--- src/rtl/ewrapper_io_rx_gearbox.sv ---
// ---------------------------------------------------------------------------
// ewrapper_io_rx_gearbox
//
// Receive-side 8:1 gearbox for the eLink. Each clock it takes one DDR bit
// pair (even = first on the wire, odd = second) from every LVDS lane. It then
// rebuilds byte-aligned words, with byte i coming from lane i. The top lane is
// the frame lane, and a 0->1 transition on it marks the first bit of a word.
// The serial order per lane is ..., prev odd, EVEN(t), ODD(t), EVEN(t+1), ...
//
// Parameters
//   LANES        number of lanes, frame lane is LANES-1, word is 8*LANES bits
//   IDLE_UNLOCK  consecutive all-zero frame bytes that drop the lock (1..255)
//
// Ports
//   CLK_IN              in   fast link clock, everything on its rising edge
//   IO_RESET_N          in   synchronous active-low reset
//   DATA_EVEN_IN        in   per-lane bit captured first
//   DATA_ODD_IN         in   per-lane bit captured second
//   DATA_OUT_TO_DEVICE  out  aligned word, lane i byte on [8i+7:8i], first
//                            received bit at [8i+7]; held between strobes
//   DATA_OUT_VALID      out  one-cycle strobe for a new word
//   RX_LOCKED           out  high while a byte boundary is held
//   RX_RESYNC           out  one-cycle pulse when the boundary drops or moves
//
// Configuration
//   EWRAPPER_RX_INVERT_EN  when defined, every incoming bit is inverted before
//                          frame detection and word assembly (counterpart of
//                          the transmit-side lane inversion).
// ---------------------------------------------------------------------------
module ewrapper_io_rx_gearbox #(
  parameter int LANES       = 9,
  parameter int IDLE_UNLOCK = 16
) (
  input  logic                 CLK_IN,
  input  logic                 IO_RESET_N,
  input  logic [LANES-1:0]     DATA_EVEN_IN,
  input  logic [LANES-1:0]     DATA_ODD_IN,
  output logic [8*LANES-1:0]   DATA_OUT_TO_DEVICE,
  output logic                 DATA_OUT_VALID,
  output logic                 RX_LOCKED,
  output logic                 RX_RESYNC
);

  typedef enum logic {
    HUNT   = 1'b0,
    LOCKED = 1'b1
  } state_t;

  localparam logic [7:0] IDLE_LIMIT = 8'(IDLE_UNLOCK);

  // Registered state
  state_t             r_state;
  logic [1:0]         r_phase;
  logic               r_slip;
  logic [7:0]         r_idle;
  logic [6:0]         r_hist [LANES];
  logic [8*LANES-1:0] r_data;
  logic               r_valid;
  logic               r_resync;

  // Combinational helpers
  logic [LANES-1:0]   w_even;
  logic [LANES-1:0]   w_odd;
  logic [8*LANES-1:0] w_word;
  logic               w_prevFrame;
  logic               w_detEven;
  logic               w_detOdd;
  logic               w_detect;
  logic               w_detSlip;
  logic               w_onStart;
  logic               w_wordDone;
  logic               w_frameZero;
  logic [7:0]         w_idleInc;

  // Next-state values from the FSM
  state_t             w_nextState;
  logic [1:0]         w_nextPhase;
  logic               w_nextSlip;
  logic [7:0]         w_nextIdle;
  logic               w_load;
  logic               w_resync;

  // Optional lane inversion. Every later stage sees only the corrected
  // bits, so the frame edge is judged after inversion.
`ifdef EWRAPPER_RX_INVERT_EN
  assign w_even = ~DATA_EVEN_IN;
  assign w_odd  = ~DATA_ODD_IN;
`else
  assign w_even = DATA_EVEN_IN;
  assign w_odd  = DATA_ODD_IN;
`endif

  // Per-lane history of the last seven received bits, newest in bit 0.
  // A slip-0 word needs six older bits plus the current pair. A slip-1 word
  // needs seven older bits plus the current even bit.
  always_ff @(posedge CLK_IN) begin
    if (!IO_RESET_N) begin
      for (int i = 0; i < LANES; i++) begin
        r_hist[i] <= '0;
      end
    end else begin
      for (int i = 0; i < LANES; i++) begin
        r_hist[i] <= {r_hist[i][4:0], w_even[i], w_odd[i]};
      end
    end
  end

  // Word assembly for the held slip, first received bit at the MSB of each
  // byte. The result is meaningful only in the cycle the word completes.
  always_comb begin
    w_word = '0;
    for (int i = 0; i < LANES; i++) begin
      if (r_slip) begin
        w_word[8*i +: 8] = {r_hist[i][6:0], w_even[i]};
      end else begin
        w_word[8*i +: 8] = {r_hist[i][5:0], w_even[i], w_odd[i]};
      end
    end
  end

  // Frame-lane boundary detection. The two cases cannot both be true,
  // because the even bit would have to be 1 and 0 at the same time.
  assign w_prevFrame = r_hist[LANES-1][0];
  assign w_detEven   = ~w_prevFrame & w_even[LANES-1];
  assign w_detOdd    = ~w_even[LANES-1] & w_odd[LANES-1];
  assign w_detect    = w_detEven | w_detOdd;
  assign w_detSlip   = w_detOdd;

  // The phase is 0 in the cycle after a detect, so the held word start
  // always falls on phase 3. A slip-0 word completes on phase 2, and a
  // slip-1 word completes one cycle later, on phase 3.
  assign w_onStart   = (r_phase == 2'd3) && (w_detSlip == r_slip);
  assign w_wordDone  = (r_phase == {1'b1, r_slip});
  assign w_frameZero = (w_word[8*LANES-1 -: 8] == 8'h00);
  assign w_idleInc   = r_idle + 8'd1;

  // Lock FSM next-state logic. A misaligned detect has the highest priority
  // and also drops the word in flight. Idle unlock comes next, and normal
  // phase advance last. The word that reaches the idle limit is still
  // delivered, in the same cycle as the resync pulse.
  always_comb begin
    w_nextState = r_state;
    w_nextPhase = r_phase;
    w_nextSlip  = r_slip;
    w_nextIdle  = r_idle;
    w_load      = 1'b0;
    w_resync    = 1'b0;
    case (r_state)
      HUNT: begin
        if (w_detect) begin
          w_nextState = LOCKED;
          w_nextSlip  = w_detSlip;
          w_nextPhase = 2'd0;
          w_nextIdle  = 8'd0;
        end
      end
      LOCKED: begin
        w_nextPhase = r_phase + 2'd1;
        if (w_detect && !w_onStart) begin
          w_nextSlip  = w_detSlip;
          w_nextPhase = 2'd0;
          w_nextIdle  = 8'd0;
          w_resync    = 1'b1;
        end else if (w_wordDone) begin
          w_load     = 1'b1;
          w_nextIdle = w_frameZero ? w_idleInc : 8'd0;
          if (w_frameZero && (w_idleInc == IDLE_LIMIT)) begin
            w_nextState = HUNT;
            w_nextPhase = 2'd0;
            w_nextIdle  = 8'd0;
            w_resync    = 1'b1;
          end
        end
      end
      default: begin
        w_nextState = HUNT;
      end
    endcase
  end

  // Lock FSM state, counters and registered outputs. The output word only
  // changes when a completed word is loaded.
  always_ff @(posedge CLK_IN) begin
    if (!IO_RESET_N) begin
      r_state  <= HUNT;
      r_phase  <= 2'd0;
      r_slip   <= 1'b0;
      r_idle   <= 8'd0;
      r_data   <= '0;
      r_valid  <= 1'b0;
      r_resync <= 1'b0;
    end else begin
      r_state  <= w_nextState;
      r_phase  <= w_nextPhase;
      r_slip   <= w_nextSlip;
      r_idle   <= w_nextIdle;
      r_valid  <= w_load;
      r_resync <= w_resync;
      if (w_load) begin
        r_data <= w_word;
      end
    end
  end

  assign DATA_OUT_TO_DEVICE = r_data;
  assign DATA_OUT_VALID     = r_valid;
  assign RX_LOCKED          = (r_state == LOCKED);
  assign RX_RESYNC          = r_resync;

endmodule

--- config.mk ---
export PLATFORM = sky130hd
export DESIGN_NAME = ewrapper_io_rx_gearbox
export DESIGN_NICKNAME = d
export VERILOG_FILES = /design/src/rtl/ewrapper_io_rx_gearbox.sv
export SDC_FILE = /design/constraint.sdc
export NUM_CORES = 1
export LEC_CHECK = 0
export BUFFER_PORTS_ARGS = -buffer_cell sky130_fd_sc_hd__buf_2
export CAP_MARGIN = 20
export CELL_PAD_IN_SITES_DETAIL_PLACEMENT = 1
export CELL_PAD_IN_SITES_GLOBAL_PLACEMENT = 2
export CORE_MARGIN = 2
export CORE_UTILIZATION = 36
export CTS_BUF_LIST = sky130_fd_sc_hd__clkbuf_8
export DETAILED_ROUTE_END_ITERATION = 16
export PLACE_DENSITY_LB_ADDON = 0.1
export REMOVE_ABC_BUFFERS = 1
export SETUP_SLACK_MARGIN = 0.5
export SLEW_MARGIN = 20
export SYNTH_ARGS = -nofsm -noshare
export SYNTH_HDL_FRONTEND = slang
export SYNTH_SLANG_ARGS = --single-unit
--- constraint.sdc ---
create_clock -name CLK_IN -period 2.95 [get_ports CLK_IN]
set_input_delay 0.885 -clock CLK_IN [delete_from_list [all_inputs] [get_ports CLK_IN]]
set_output_delay 0.885 -clock CLK_IN [all_outputs]
set_load 0.01 [all_outputs]
==> reports/summary.txt <==
VDD IR max = 0.000272 V
Leakage = 2.57 nW
status = finished, final reports clean
first-pass GRT wire length = 20700 um
layout cells sized above 1 = 0.214
register area = 2990 sq um
diodes inserted = 0
Area contributors post-synth = dfxtp_1 (53%), mux2i_1 (13%), a211oi_1 (9.9%), and2_1 (7.0%), nor2_1 (5.0%)
Comb power frac = 0.051
core area = 15300 sq um
per-cell routed wire length = 14.5 um
ANT nets after route = 0
Seq cells post-synth = 149
Tcrit/Tclk final = 0.744
drt total wl = 12400 um
sequential area share after synthesis = 0.530
Layout Nets = 655
Clock Sinks = 149
Required @ worst endpoint = 3320 ps
DR vias/cell = 4.90
worst setup path endpoint = r_idle[4]$_SDFFE_PN0P_
die width = 129 um
CTS clock-pin slew for the worst setup and hold paths = 80 ps
Finished Layout Cells = 856
EDFF count, synth = 0
Reg2Reg Setup Slack = 780 ps
FP Rows = 45
Hold Path Origin = r_hist[0][49]$_SDFF_PN0_
total CTS buffers = 17
sequential power share = 0.532
Multi-input gate area = 2450 sq um
Int Pwr = 3.02 mW
vias after detailed routing = 4194
Synth Instances = 555
clk_lat worst skew = 440 ps
Worst EP arrival = 2560 ps
Cell Area, Synth = 5630 sq um
top cell type's share of synthesized area = 0.530
max_slew headroom = 0.466
Boundary Pins = 95
Post-CTS Setup Inserts = 0
Die Area = 16700 sq um
Final min period = 2200 ps
WHS = 478 ps
worst-margin pin slew = 799 ps
Yosys cell types = 38
CP Launch Point = DATA_ODD_IN[8]
Max Cap Viol = 0
first-pass iteration count of the detailed router = 4
largest net degree at the start of global routing = 89
Die H = 129 um
Critical R2R Capture = r_idle[4]$_SDFFE_PN0P_
Setup TNS = 0 ps
GRT overflow = 0
Filler Cell Count = 1749
Port Buffer Count = 94
setup violators final = 0
sw frac = 0.225
synth warn = 0
Pwr Density = 583 nW/um^2
dominant synthesized flop cell = dfxtp_1
Max Freq = 456 MHz
worst-path fanout max = 6
startpoint types = primary input
startpoint of the worst register-to-register path = r_phase[0]$_SDFFE_PN0P_
Area Growth Syn to Fin = 18.9%
RSZ-0062 raised after global routing = no
placed instance count = 824
most common cell after layout, fill and taps aside = dfxtp_1
WS Path Type = in2reg
DRC errors left = 0
vias in the first global route = 4198
Slew Limit Fails = 0
initial antenna violation count = 0
Yosys top cell by area = dfxtp_1
Root Driver = clkbuf_8
most frequent cells in the layout = dfxtp_1 (148), buf_2 (94), nor2_1 (75), a211oi_1 (74), mux2i_1 (73)
initial core utilization = 0.369
Layout Utilization = 0.439
CP endpoint kind = flip-flop
P_sw = 0.878 mW
clock share of power = 0.417
hold buffers post-CTS = 0
routability cong. = 0.788
Synth async-reset ratio = 0
total power = 3.90 mW
GRT Overall Usage = 0.156
synthesized area per cell = 10.1 sq um
Hold WC Path Type = reg2reg
TritonCTS clock tree = built
DR iter-0 viols = 163
H-tree depth = 4
Post-CTS Resized = 0
Max Root-Sink Buffers = 2
Clock Skew = 7.82 ps
DP HPWL = 8170 um
worst reg-to-reg path cell count = 6
final hold violations = 0
[worst min-delay path by stage]
stage	end	slack (ps)	depth (start not counted)
after floorplan	r_hist[0][10]$_SDFF_PN0_	450	1
after global placement	r_hist[0][20]$_SDFF_PN0_	470	1
after detailed placement	r_hist[0][41]$_SDFF_PN0_	470	1
after CTS	r_hist[0][51]$_SDFF_PN0_	490	1
after global routing	r_hist[0][51]$_SDFF_PN0_	500	1
final	r_hist[0][51]$_SDFF_PN0_	480	1
[area by class of cell]
| class | instances | area share |
|---|---|---|
| multi-input cells | 358 | 0.366 |
| repair buffers | 102 | 0.0849 |
| clock inverters | 12 | 0.0202 |
| inverters | 4 | 0.00224 |
| flip-flops and latches | 149 | 0.446 |
| clock buffers | 20 | 0.0411 |
| well taps | 211 | 0.0395 |
[per-stage QoR]
stage / instance area (sq um) / setup WS [ps]
global placement: 6280 / 339
CTS: 6690 / 758
floorplan: 5440 / -3550
finish: 6690 / 755
detailed placement: 6280 / 282
global route: 6690 / 590
[synthesized netlist by cell type, types with 2 or more instances]
| library cell | number |
|---|---|
| nor4_1 | 3 |
| nor3b_1 | 2 |
| a21oi_1 | 5 |
| xnor2_1 | 2 |
| clkbuf_1 | 26 |
| o21ai_0 | 6 |
| mux2i_1 | 73 |
| nand3b_1 | 2 |
| buf_2 | 16 |
| ha_1 | 3 |
| nand2_1 | 13 |
| and2_1 | 63 |
| nor2b_1 | 3 |
| and3_1 | 2 |
| nand4b_1 | 3 |
| inv_1 | 4 |
| a211oi_1 | 74 |
| nand3_1 | 6 |
| nor2_1 | 75 |
| a31o_2 | 2 |
| nor3_1 | 5 |
| a32o_1 | 2 |
| dfxtp_1 | 149 |
| a31oi_1 | 2 |
[flip-flops by register name, indices dropped and copies added (netlist names)]
| register | flops |
|---|---|
| DATA_OUT_TO_DEVICE | 72 |
| DATA_OUT_VALID | 1 |
| RX_LOCKED | 1 |
| RX_RESYNC | 1 |
| r_hist | 63 |
| r_idle | 8 |
| r_phase | 2 |
| r_slip | 1 |
[cell families (layout without fill, tap and decap cells)]
group,Yosys count,in the layout,share of synthesized area
AND/OR/NAND/NOR,183,183,0.167
flip-flops,149,149,0.530
AO/OA/AOI/OAI,97,97,0.127
multiplexers,73,73,0.130
buffers and inverters,48,138,0.0362
adder cells (fa/ha/maj),3,3,0.00667
XOR/XNOR,2,2,0.00311
[critical path: stages]
cell and delay [ps]:
buf_2 120, nor2b_1 160, a221o_1 470, nor3_2 300, or4b_1 460, a31oi_1 170
[layer usage]
metal	wire length (um)	global-route usage
met1	5920	0.195
met2	5870	0.261
met3	459	0.0392
met4	198	0.0614
met5	0	0
[power groups by stage]
| stage | logic [mW] | clock network [mW] | registers (mW) |
|---|---|---|---|
| detailed placement | 0.204 | 0 | 2.12 |
| global placement | 0.201 | 0 | 2.12 |
| CTS | 0.205 | 1.69 | 2.07 |
| floorplan | 0.121 | 0 | 2.14 |
| finish | 0.199 | 1.63 | 2.07 |
| global route | 0.225 | 1.78 | 2.08 |
No activity file was read; power rests on OpenSTA's default activity.
